## src/rtl/mempool_pkg.sv

```systemverilog
// rtl/mempool_pkg.sv - TCDM request/response types and atomic op helpers for the bank responder
package mempool_pkg;

  function automatic int unsigned idx_width(input int unsigned n);
    return (n > 1) ? $clog2(n) : 1;
  endfunction

  localparam int unsigned NumBanksPerTile  = 16;
  localparam int unsigned TCDMAddrMemWidth = 10;
  localparam int unsigned IniAddrWidth     = 4;
  localparam int unsigned MetaIdWidth      = 5;
  localparam int unsigned CoreIdWidth      = 3;
  localparam int unsigned TgtAddrWidth     = TCDMAddrMemWidth + idx_width(NumBanksPerTile);

  typedef logic [31:0] data_t;
  typedef logic [3:0]  amo_t;

  localparam amo_t AmoNone = 4'd0;
  localparam amo_t AmoSwap = 4'd1;
  localparam amo_t AmoAdd  = 4'd2;
  localparam amo_t AmoAnd  = 4'd3;
  localparam amo_t AmoOr   = 4'd4;
  localparam amo_t AmoXor  = 4'd5;
  localparam amo_t AmoMax  = 4'd6;
  localparam amo_t AmoMaxu = 4'd7;
  localparam amo_t AmoMin  = 4'd8;
  localparam amo_t AmoMinu = 4'd9;

  typedef struct packed {
    amo_t                   amo;
    logic [MetaIdWidth-1:0] meta_id;
    logic [CoreIdWidth-1:0] core_id;
    data_t                  data;
  } tcdm_payload_t;

  typedef struct packed {
    logic [TgtAddrWidth-1:0] tgt_addr;
    logic                    wen;
    logic [3:0]              be;
    tcdm_payload_t           wdata;
    logic [IniAddrWidth-1:0] ini_addr;
  } tcdm_slave_req_t;

  typedef struct packed {
    tcdm_payload_t           rdata;
    logic [IniAddrWidth-1:0] ini_addr;
  } tcdm_slave_resp_t;

  // Unassigned op codes fall through to swap semantics.
  function automatic data_t amo_compute(amo_t op, data_t old, data_t operand);
    case (op)
      AmoAdd:  return old + operand;
      AmoAnd:  return old & operand;
      AmoOr:   return old | operand;
      AmoXor:  return old ^ operand;
      AmoMax:  return ($signed(old) > $signed(operand)) ? old : operand;
      AmoMaxu: return (old > operand) ? old : operand;
      AmoMin:  return ($signed(old) < $signed(operand)) ? old : operand;
      AmoMinu: return (old < operand) ? old : operand;
      default: return operand;
    endcase
  endfunction

endpackage

```

## src/rtl/tcdm_resp_fifo.sv

```systemverilog
// rtl/tcdm_resp_fifo.sv - circular response buffer with occupancy count
module tcdm_resp_fifo
  import mempool_pkg::*;
#(
  parameter  int unsigned Depth    = 2,
  localparam int unsigned CntWidth = $clog2(Depth + 1)
) (
  input  logic                clk_i,
  input  logic                rst_ni,
  input  logic                push,
  input  tcdm_slave_resp_t    push_data,
  input  logic                pop,
  output logic                valid,
  output tcdm_slave_resp_t    head,
  output logic [CntWidth-1:0] count
);

  localparam int unsigned PtrWidth = (Depth > 1) ? $clog2(Depth) : 1;
  localparam logic [PtrWidth-1:0] LastPtr = PtrWidth'(Depth - 1);

  tcdm_slave_resp_t    mem_q [Depth];
  logic [PtrWidth-1:0] wr_ptr_q, rd_ptr_q;
  logic [CntWidth-1:0] count_q;
  logic                do_pop;

  assign do_pop = pop && (count_q != '0);
  assign valid  = (count_q != '0);
  assign head   = mem_q[rd_ptr_q];
  assign count  = count_q;

  always_ff @(posedge clk_i or negedge rst_ni) begin
    if (!rst_ni) begin
      mem_q    <= '{default: '0};
      wr_ptr_q <= '0;
      rd_ptr_q <= '0;
      count_q  <= '0;
    end else begin
      if (push) begin
        mem_q[wr_ptr_q] <= push_data;
        wr_ptr_q        <= (wr_ptr_q == LastPtr) ? '0 : wr_ptr_q + PtrWidth'(1);
      end
      if (do_pop) begin
        rd_ptr_q <= (rd_ptr_q == LastPtr) ? '0 : rd_ptr_q + PtrWidth'(1);
      end
      if (push && !do_pop) begin
        count_q <= count_q + CntWidth'(1);
      end else if (!push && do_pop) begin
        count_q <= count_q - CntWidth'(1);
      end
    end
  end

endmodule

```

## src/rtl/tcdm_bank_responder.sv

```systemverilog
// rtl/tcdm_bank_responder.sv - TCDM target port driving one SRAM bank, with atomics and credited responses
module tcdm_bank_responder
  import mempool_pkg::*;
#(
  parameter int unsigned RespDepth     = 2,
  parameter int unsigned BankAddrWidth = TCDMAddrMemWidth,
  parameter int unsigned BankSelWidth  = idx_width(NumBanksPerTile)
) (
  input  logic                     clk_i,
  input  logic                     rst_ni,
  input  logic                     req_valid_i,
  output logic                     req_ready_o,
  input  tcdm_slave_req_t          req_i,
  output logic                     resp_valid_o,
  input  logic                     resp_ready_i,
  output tcdm_slave_resp_t         resp_o,
  output logic                     mem_req_o,
  output logic                     mem_we_o,
  output logic [BankAddrWidth-1:0] mem_addr_o,
  output logic [31:0]              mem_wdata_o,
  output logic [3:0]               mem_be_o,
  input  logic [31:0]              mem_rdata_i
);

  localparam int unsigned CntWidth = $clog2(RespDepth + 1);
  localparam int unsigned OccWidth = CntWidth + 1;
  localparam logic [OccWidth-1:0] Credits = OccWidth'(RespDepth);

  typedef enum logic {Idle, AmoWb} state_e;

  state_e                  state_q;
  logic                    inflight_q;
  tcdm_payload_t           meta_q;
  logic [IniAddrWidth-1:0] ini_addr_q;
  logic [BankAddrWidth-1:0] amo_addr_q;

  logic [CntWidth-1:0]      fifo_count;
  logic [OccWidth-1:0]      occupancy;
  logic                     is_plain_write;
  logic                     is_amo;
  logic                     accept;
  logic [BankAddrWidth-1:0] req_addr;
  tcdm_slave_resp_t         push_data;
  logic                     unused_sel;

  assign unused_sel     = ^req_i.tgt_addr[BankSelWidth-1:0];
  assign is_amo         = (req_i.wdata.amo != AmoNone);
  assign is_plain_write = req_i.wen && !is_amo;
  assign req_addr       = req_i.tgt_addr[BankSelWidth +: BankAddrWidth];

  // Credits count the word already in the bank pipeline, so a read can never find the FIFO full.
  assign occupancy   = OccWidth'(fifo_count) + OccWidth'(inflight_q);
  assign req_ready_o = (state_q == Idle) && (is_plain_write || (occupancy < Credits));
  assign accept      = req_valid_i && req_ready_o;

  always_comb begin
    mem_req_o   = 1'b0;
    mem_we_o    = 1'b0;
    mem_addr_o  = '0;
    mem_wdata_o = '0;
    mem_be_o    = '0;
    if (state_q == AmoWb) begin
      mem_req_o   = 1'b1;
      mem_we_o    = 1'b1;
      mem_addr_o  = amo_addr_q;
      mem_wdata_o = amo_compute(meta_q.amo, mem_rdata_i, meta_q.data);
      mem_be_o    = 4'hF;
    end else if (accept) begin
      mem_req_o  = 1'b1;
      mem_we_o   = is_plain_write;
      mem_addr_o = req_addr;
      if (is_plain_write) begin
        mem_wdata_o = req_i.wdata.data;
        mem_be_o    = req_i.be;
      end
    end
  end

  // meta_q.data doubles as the atomic operand; the response data comes from the bank instead.
  always_comb begin
    push_data              = '0;
    push_data.rdata        = meta_q;
    push_data.rdata.data   = mem_rdata_i;
    push_data.ini_addr     = ini_addr_q;
  end

  always_ff @(posedge clk_i or negedge rst_ni) begin
    if (!rst_ni) begin
      state_q    <= Idle;
      inflight_q <= 1'b0;
      meta_q     <= '0;
      ini_addr_q <= '0;
      amo_addr_q <= '0;
    end else begin
      inflight_q <= accept && !is_plain_write;
      if (accept && !is_plain_write) begin
        meta_q     <= req_i.wdata;
        ini_addr_q <= req_i.ini_addr;
      end
      case (state_q)
        Idle: begin
          if (accept && is_amo) begin
            state_q    <= AmoWb;
            amo_addr_q <= req_addr;
          end
        end
        AmoWb:   state_q <= Idle;
        default: state_q <= Idle;
      endcase
    end
  end

  tcdm_resp_fifo #(
    .Depth(RespDepth)
  ) i_resp_fifo (
    .clk_i    (clk_i),
    .rst_ni   (rst_ni),
    .push     (inflight_q),
    .push_data(push_data),
    .pop      (resp_ready_i),
    .valid    (resp_valid_o),
    .head     (resp_o),
    .count    (fifo_count)
  );

endmodule

```

## config.mk

```make
export PLATFORM = sky130hd
export DESIGN_NAME = tcdm_bank_responder
export DESIGN_NICKNAME = d
export VERILOG_FILES = /design/src/rtl/mempool_pkg.sv /design/src/rtl/tcdm_resp_fifo.sv /design/src/rtl/tcdm_bank_responder.sv
export SDC_FILE = /design/constraint.sdc
export NUM_CORES = 1
export LEC_CHECK = 0
export BUFFER_PORTS_ARGS = -buffer_cell sky130_fd_sc_hd__buf_2
export CORE_MARGIN = 2
export CORE_UTILIZATION = 52
export CTS_CLUSTER_DIAMETER = 40
export DETAILED_ROUTE_END_ITERATION = 8
export GPL_TIMING_DRIVEN = 0
export PLACE_DENSITY_LB_ADDON = 0.12
export SYNTH_ARGS = -nofsm -noshare
export SYNTH_HDL_FRONTEND = slang
export SYNTH_SLANG_ARGS = --single-unit
```

## constraint.sdc

```tcl
create_clock -name clk_i -period 5.7 [get_ports clk_i]
set_clock_uncertainty 0.1 [all_clocks]
set_input_delay 1.71 -clock clk_i [delete_from_list [all_inputs] [get_ports clk_i]]
set_output_delay 1.71 -clock clk_i [all_outputs]
set_load 0.005 [all_outputs]
```

==> metrics.md, run 1 <==
| Metric | Value |
|---|---|
| Run status | `finished, violations left` |
| Failing checks | `negative setup slack` |
| Tot Pwr | `just over 10 mW` |
| GRT Total Usage | `0.356` |
| Sequential Power Share | `0.203` |
| HPWL after DPL | `about 29000 um` |
| Die Area | `23400 sq um` |
| CP max stage cell | `fa_2` |
| Number of I/O port buffers | `a little under 200` |
| Clock slew at reported path FFs | `0.08 ns` |
| CTS tree | `yes` |
| Avg Cell Area, Syn | `9.02 sq um` |
| First-pass GRT wire length | `64900 um` |
| Main area contributors after synthesis | `dfrtp_1 35%, mux2_2 12%, ha_1 11%` |
| Fin. max-slew vios | `0` |
| Initial Utilization | `0.529` |
| Max Fclk | `between 0.15 and 0.2 GHz` |
| Synth async-reset ratio | `1.00` |
| Leak | `between 7 and 8 nW` |
| WL/cell | `between 20 and 25 um` |
| Count of cell types in the netlist | `70` |
| Vias in the first global route | `between 10000 and 15000` |
| Worst setup EP type | `primary output` |
| Pwr dens | `roughly 650 nW/um^2` |
| Post-layout net count | `1778` |
| Critical Path RT | `a little under 4 ns` |
| Post-synth top cells | `160 x dfrtp_1, 160 x nand2_1, 135 x o21ai_0` |
| Tmin final | `6.46 ns` |
| Top delay family on crit path | `compound AO/OA/AOI/OAI gates` |
| Cts bufs inserted | `17` |
| Share of layout cells above drive strength 1 | `0.406` |
| RSZ-0062 raised after global routing | `yes` |
| DR DRC count | `0` |
| Tcrit/Tclk final | `1.13` |
| Worst Setup Start Kind | `primary input` |
| Syn Inst Count | `roughly 1300` |
| Area leader, netlist | `dfrtp_1` |
| Max-Slew Margin vs Limit | `0.0714` |
| Final Setup Violations | `32` |
| Hold buffer count at CTS | `0` |
| Diode count | `0` |
| Clock latency on the worst-skew pair | `roughly 0.44 ns` |
| Final ANT Viol Nets | `0` |
| Synth Net Count | `1480` |
| Comb power frac | `0.678` |
| Post-route setup slack | `-0.757 ns` |
| Vias | `11800` |
| Root Buffer | `clkbuf_16` |
| Most used DFF post-synth | `dfrtp_1` |
| CTS sink count | `160` |
| Remaining Overflow, GRT | `0` |
| Max IR drop VDD | `between 300 and 400 uV` |
| Critical path peak fanout | `4` |
| Ys Warns | `0` |
| Die X | `between 150 and 200 um` |
| Post-Route WL | `43300 um` |
| Via/cell ratio | `roughly 6.3` |
| Switch Pwr | `between 4 and 5 mW` |
| Yosys reg bits | `between 150 and 200` |
| Clk buf depth | `2` |
| # Max-Cap Violations | `0` |
| H-tree depth | `4` |
| Crit path buffers/inverters | `2` |
| Worst Hold Class | `reg -> reg` |
| Die height | `roughly 150 um` |
| Final-report hold violation count | `0` |
| Cell-internal power | `~5.5 mW` |
| Initial DRC count | `1235` |
| CP peak stage delay | `slightly above 0.4 ns` |
| Sw Ratio | `0.465` |
| Worst-path cell chain | `buf_8 -> ha_4 -> fa_2 -> a21o_1 -> a221o_1 -> a211o_4 -> nand3_4 -> o31ai_4 -> a311o_1 -> a21oi_2 -> xnor2_1 -> a211o_1 -> buf_2` |
| Drt pass-1 iters | `9` |
| Routability cong. | `0.981` |
| Setup Crit Path Kind | `in -> out` |
| Clock Power Share | `0.119` |
| Worst Max-Slew Pin Slew | `1.39 ns` |
| I/O Pins | `between 200 and 250` |
| Setup TNS | `-21.76 ns` |
| # rows | `between 50 and 60` |
| Number of enable flip-flop cells after synthesis | `0` |
| Area growth from synthesis to layout | `38.1%` |
| Synth top area share | `0.347` |
| Critical Path AT | `between 4 and 5 ns` |
| Largest net degree at the start of global routing | `118` |
| Sequential-to-total area share from yosys stat | `0.347` |
| Mapped Area | `approximately 12000 sq um` |
| Initial antenna violation count | `0` |
| Core area | `around 22000 sq um` |
[layer usage]
layer / wire length, um / share of wire / up-vias / track usage
met5: 0 / 0 / - / 0
met4: 1930 / 0.045 / 0 / 0.154
met3: 3960 / 0.091 / 154 / 0.0661
met2: 19600 / 0.45 / 690 / 0.562
met1: 17900 / 0.41 / 5763 / 0.481
li1: - / - / 5216 / -
[power groups by stage]
stage	Sequential (mW)	Clock [mW]	Combinational, mW
after detailed placement	2.08	0	5.25
after CTS	2.08	1.23	6.27
after floorplan	1.97	0	3.63
after global placement	2.06	0	5.17
after global routing	2.16	1.28	7.45
final	2.09	1.23	7.00
[final timing paths]
path,start,to,slack [ns],depth (start not counted)
max,mem_rdata_i[0],mem_wdata_o[30],-0.76,13
min,i_resp_fifo.mem_q[18],i_resp_fifo.mem_q[18],0.38,2
max reg2reg,inflight_q,meta_q[43],2.88,6
min reg2reg,i_resp_fifo.mem_q[18],i_resp_fifo.mem_q[18],0.38,2
max in group asynchronous,rst_ni,meta_q[31],3.53,2
min in group asynchronous,rst_ni,i_resp_fifo.mem_q[67],1.05,1
[state kept, by name, summed over array words and instances (netlist names)]
| name | cells |
|---|---|
| meta_q | 44 |
| i_resp_fifo.count | 2 |
| i_resp_fifo.rd_ptr_q | 1 |
| state_q | 1 |
| inflight_q | 1 |
| i_resp_fifo.wr_ptr_q | 1 |
| i_resp_fifo.mem_q | 96 |
| ini_addr_q | 4 |
| amo_addr_q | 10 |
[worst register-to-register path, cell delays in order, from the launching register on]
cell	delay, ns
dfrtp_1	0.45
a21o_1	0.21
a21oi_1	0.25
and3_1	0.19
clkbuf_1	0.51
clkbuf_1	0.60
mux2_2	0.42
[cell usage in the layout, fill, tap and decap left out, types with 31 or more instances in the layout]
cell type,netlist,routed
buf_2,12,169
dfrtp_1,160,160
nand2_1,160,159
mux2_2,128,128
o21ai_0,135,117
buf_4,7,69
a21oi_1,83,66
ha_1,97,63
clkbuf_1,57,50
inv_1,76,47
nor2_1,47,41
buf_6,1,32
ha_4,0,31
[cell type report]
cell class                 instances  area (sq um)
buffer                            83           482
clock buffer                      17           425
clock inverter                    15           201
fill                            1646          5890
inverter                          78           363
multi-input combinational        949          7990
sequential                       160          4000
tap                              280           350
timing repair buffer             288          2120
[through the flow]
step	setup slack (ns)	cells	cell area [sq um]	utilization	hold WS, ns
floorplan	-0.280	1279	11800	-	0.344
global placement	-1.90	1755	13100	0.602	0.361
detailed placement	-1.93	1756	13200	0.603	0.366
CTS	-0.687	1840	15100	0.694	0.383
global route	-0.846	1870	15900	0.730	0.406
finish	-0.757	1870	15900	0.730	0.380
[logic make-up after synthesis]
| group | synth area share |
|---|---|
| buf+inv | 0.0595 |
| xor+xnor | 0.0167 |
| mux | 0.128 |
| flops | 0.347 |
| fa+ha+maj | 0.107 |
| compound gates | 0.228 |
| simple gates | 0.115 |
[repair_timing]
action / in CTS / in global routing
gates cloned: 3 / 1
pin swaps: 85 / 67
gates resized for setup: 206 / 132
setup endpoints to repair: 37 / 33
setup buffers: 55 / 35
No activity file was read; power rests on OpenSTA's default activity.
==> run 2, diff against run 1 <==
--- a/config.mk
+++ b/config.mk
@@ -11,6 +11,7 @@
 export CTS_CLUSTER_DIAMETER = 40
 export DETAILED_ROUTE_END_ITERATION = 8
 export GPL_TIMING_DRIVEN = 0
+export MAX_ROUTING_LAYER = met4
 export PLACE_DENSITY_LB_ADDON = 0.12
 export SYNTH_ARGS = -nofsm -noshare
 export SYNTH_HDL_FRONTEND = slang
==> metrics.md, run 2 (same netlist as run 1, synthesis figures left out) <==
| Metric | Value |
|---|---|
| Run status | `finished, violations left` |
| Failing checks | `negative setup slack` |
| Leak | `6.96 nW (-2.2%)` |
| Largest register FFs | `96 (unchanged)` |
| Setup Crit Path Kind | `in -> out` |
| Worst Setup Start Kind | `primary input` |
| R2R Path Start | `inflight_q` |
| WL/cell | `23.0 um (-0.66%)` |
| Die Area | `23400 sq um (unchanged)` |
| DR DRC count | `0 (unchanged)` |
| Initial antenna violation count | `0 (unchanged)` |
| Critical Path RT | `3.89 ns (about the same)` |
| Tcrit/Tclk final | `1.13 (-0.00545)` |
| Number of I/O port buffers | `196 (unchanged)` |
| CTS tree | `yes` |
| # rows | `54 (unchanged)` |
| Die X | `153 um (unchanged)` |
| Vias in the first global route | `11200 (-3.4%)` |
| Commonest non-fill, non-tap cell in the layout | `buf_2` |
| Cts bufs inserted | `17 (unchanged)` |
| Final Core Density | `0.708 (-0.0217)` |
| Tmin final | `6.43 ns (-0.0311 ns)` |
| Biggest regs | `i_resp_fifo.mem_q (96), meta_q (44), amo_addr_q (10)` |
| Clock latency on the worst-skew pair | `0.45 ns (about the same)` |
| Post-route setup slack | `-0.726 ns (+0.0311 ns)` |
| Largest Register | `i_resp_fifo.mem_q` |
| Tot Pwr | `9.96 mW (-3.5%)` |
| Critical Path Start | `mem_rdata_i[30]` |
| Most frequent cells in the layout | `173 x buf_2, 160 x nand2_1, 160 x dfrtp_1` |
| Share of layout cells above drive strength 1 | `0.382 (-0.0243)` |
| Worst Max-Slew Pin Slew | `1.10 ns (-0.290 ns)` |
| Pwr dens | `644 nW/um^2 (-0.54%)` |
| Initial Utilization | `0.529 (unchanged)` |
| # Max-Cap Violations | `0 (unchanged)` |
| Max Fclk | `0.156 GHz (+0.48%)` |
| Post-route insts no fill | `1856 (-0.75%)` |
| Via/cell ratio | `6.28 (-0.71%)` |
| Routability cong. | `0.996 (+1.5%)` |
| Fin. max-slew vios | `0 (unchanged)` |
| Clk buf depth | `2 (unchanged)` |
| Setup TNS | `-20.56 ns (+1.20 ns)` |
| H-tree depth | `4 (unchanged)` |
| Final-report hold violation count | `0 (unchanged)` |
| Number of fill cells | `1725 (+4.8%)` |
| Diode count | `0 (unchanged)` |
| CTS sink count | `160 (unchanged)` |
| Max IR drop VDD | `269 uV (-28%)` |
| I/O Pins | `201 (unchanged)` |
| Post-Route WL | `42700 um (-1.4%)` |
| Max-Slew Margin vs Limit | `0.265 (+0.194)` |
| Hold Crit Start | `i_resp_fifo.mem_q[22]` |
| Initial DRC count | `1202 (-2.7%)` |
| Area growth from synthesis to layout | `33.9%` |
| Post-Place Cells | `1756 (unchanged)` |
| Drt pass-1 iters | `6 (-3)` |
| Die height | `153 um (unchanged)` |
| Worst setup EP type | `primary output` |
| Clock slew at reported path FFs | `0.08 ns (about the same)` |
| Critical path peak fanout | `6 (+2)` |
| Core area | `21800 sq um (unchanged)` |
| RSZ-0062 raised after global routing | `yes` |
| Final Setup Violations | `32 (unchanged)` |
| First-pass GRT wire length | `64400 um (-0.80%)` |
| HPWL after DPL | `28800 um (+0.37%)` |
| Remaining Overflow, GRT | `0 (unchanged)` |
| Hold_ws | `0.381 ns (+0.00126 ns)` |
| Vias | `11700 (-1.5%)` |
| Post-layout net count | `1764 (-0.79%)` |
| Worst Hold Class | `reg -> reg` |
| GRT Total Usage | `0.363 (+0.00766)` |
| Largest net degree at the start of global routing | `114 (-3.4%)` |
| Final ANT Viol Nets | `0 (unchanged)` |
| Critical Path AT | `4.62 ns (-0.03 ns)` |
| Root Buffer | `clkbuf_16` |
run 2: cell count changes in the layout (fill, tap and decap cells not counted), sizes merged:
cell	delta
buf	-14
bufinv	+1
inv	-1
run 2: metal layers:
metal  vias to the layer above  GRT usage  wire length, um
li1                       5179          -                -
met5                         -          -                0
met2                       681      0.564            19500
met1                      5660      0.477            17700
met4                         0      0.130             1610
met3                       131     0.0703             3900
run 2: repair_timing:
item / CTS / global route
buffers inserted: 44 / 27
gates resized for setup: 154 / 94
hold buffers: 0 / 0
endpoints found under the setup margin: 37 / 32
cloned: 2 / 3
pin swaps: 62 / 65
run 2: path summary, 6_finish.rpt:
kind                                    endpoint  slack, ns  cells after the start
max in group asynchronous             meta_q[41]       3.51                      2
hold / removal             i_resp_fifo.mem_q[22]       0.38                      2
setup / recovery                 mem_wdata_o[30]      -0.73                     14
setup reg to reg                      meta_q[33]       2.92                      6
hold reg to reg            i_resp_fifo.mem_q[22]       0.38                      2
min in group asynchronous  i_resp_fifo.mem_q[67]       1.04                      1
run 2: critical path, cell delays in order:
cell	delay (ns)
buf_8	0.09
inv_6	0.03
ha_4	0.31
inv_2	0.04
a221oi_2	0.26
o21bai_1	0.11
or4_4	0.54
or2_4	0.29
o21a_4	0.26
buf_12	0.15
a221oi_2	0.28
a21oi_1	0.11
a211o_1	0.28
buf_2	0.14
run 2: area by class of cell:
type                       count  area, sq um  area share
multi-input combinational    949         7770       0.503
sequential                   160         4000       0.259
timing repair buffer         273         1860       0.120
buffer                        84          480      0.0311
clock buffer                  17          425      0.0275
tap                          280          350      0.0227
inverter                      78          348      0.0225
clock inverter                15          215      0.0139
run 2: per-stage QoR:
| stage | worst slack (ns) | instance area (sq um) |
|---|---|---|
| 5_1_grt | -0.766 | 15500 |
| 3_5_place_dp | -1.84 | 13200 |
| 6_report | -0.726 | 15500 |
| 3_3_place_gp | -1.92 | 13100 |
| 2_1_floorplan | -0.280 | 11800 |
| 4_1_cts | -0.692 | 14800 |
run 2: report_power, final:
group          total, mW  internal, mW  switching [mW]
Sequential          2.09          1.71           0.381
Combinational       6.61          3.00            3.61
Clock               1.26         0.644           0.620
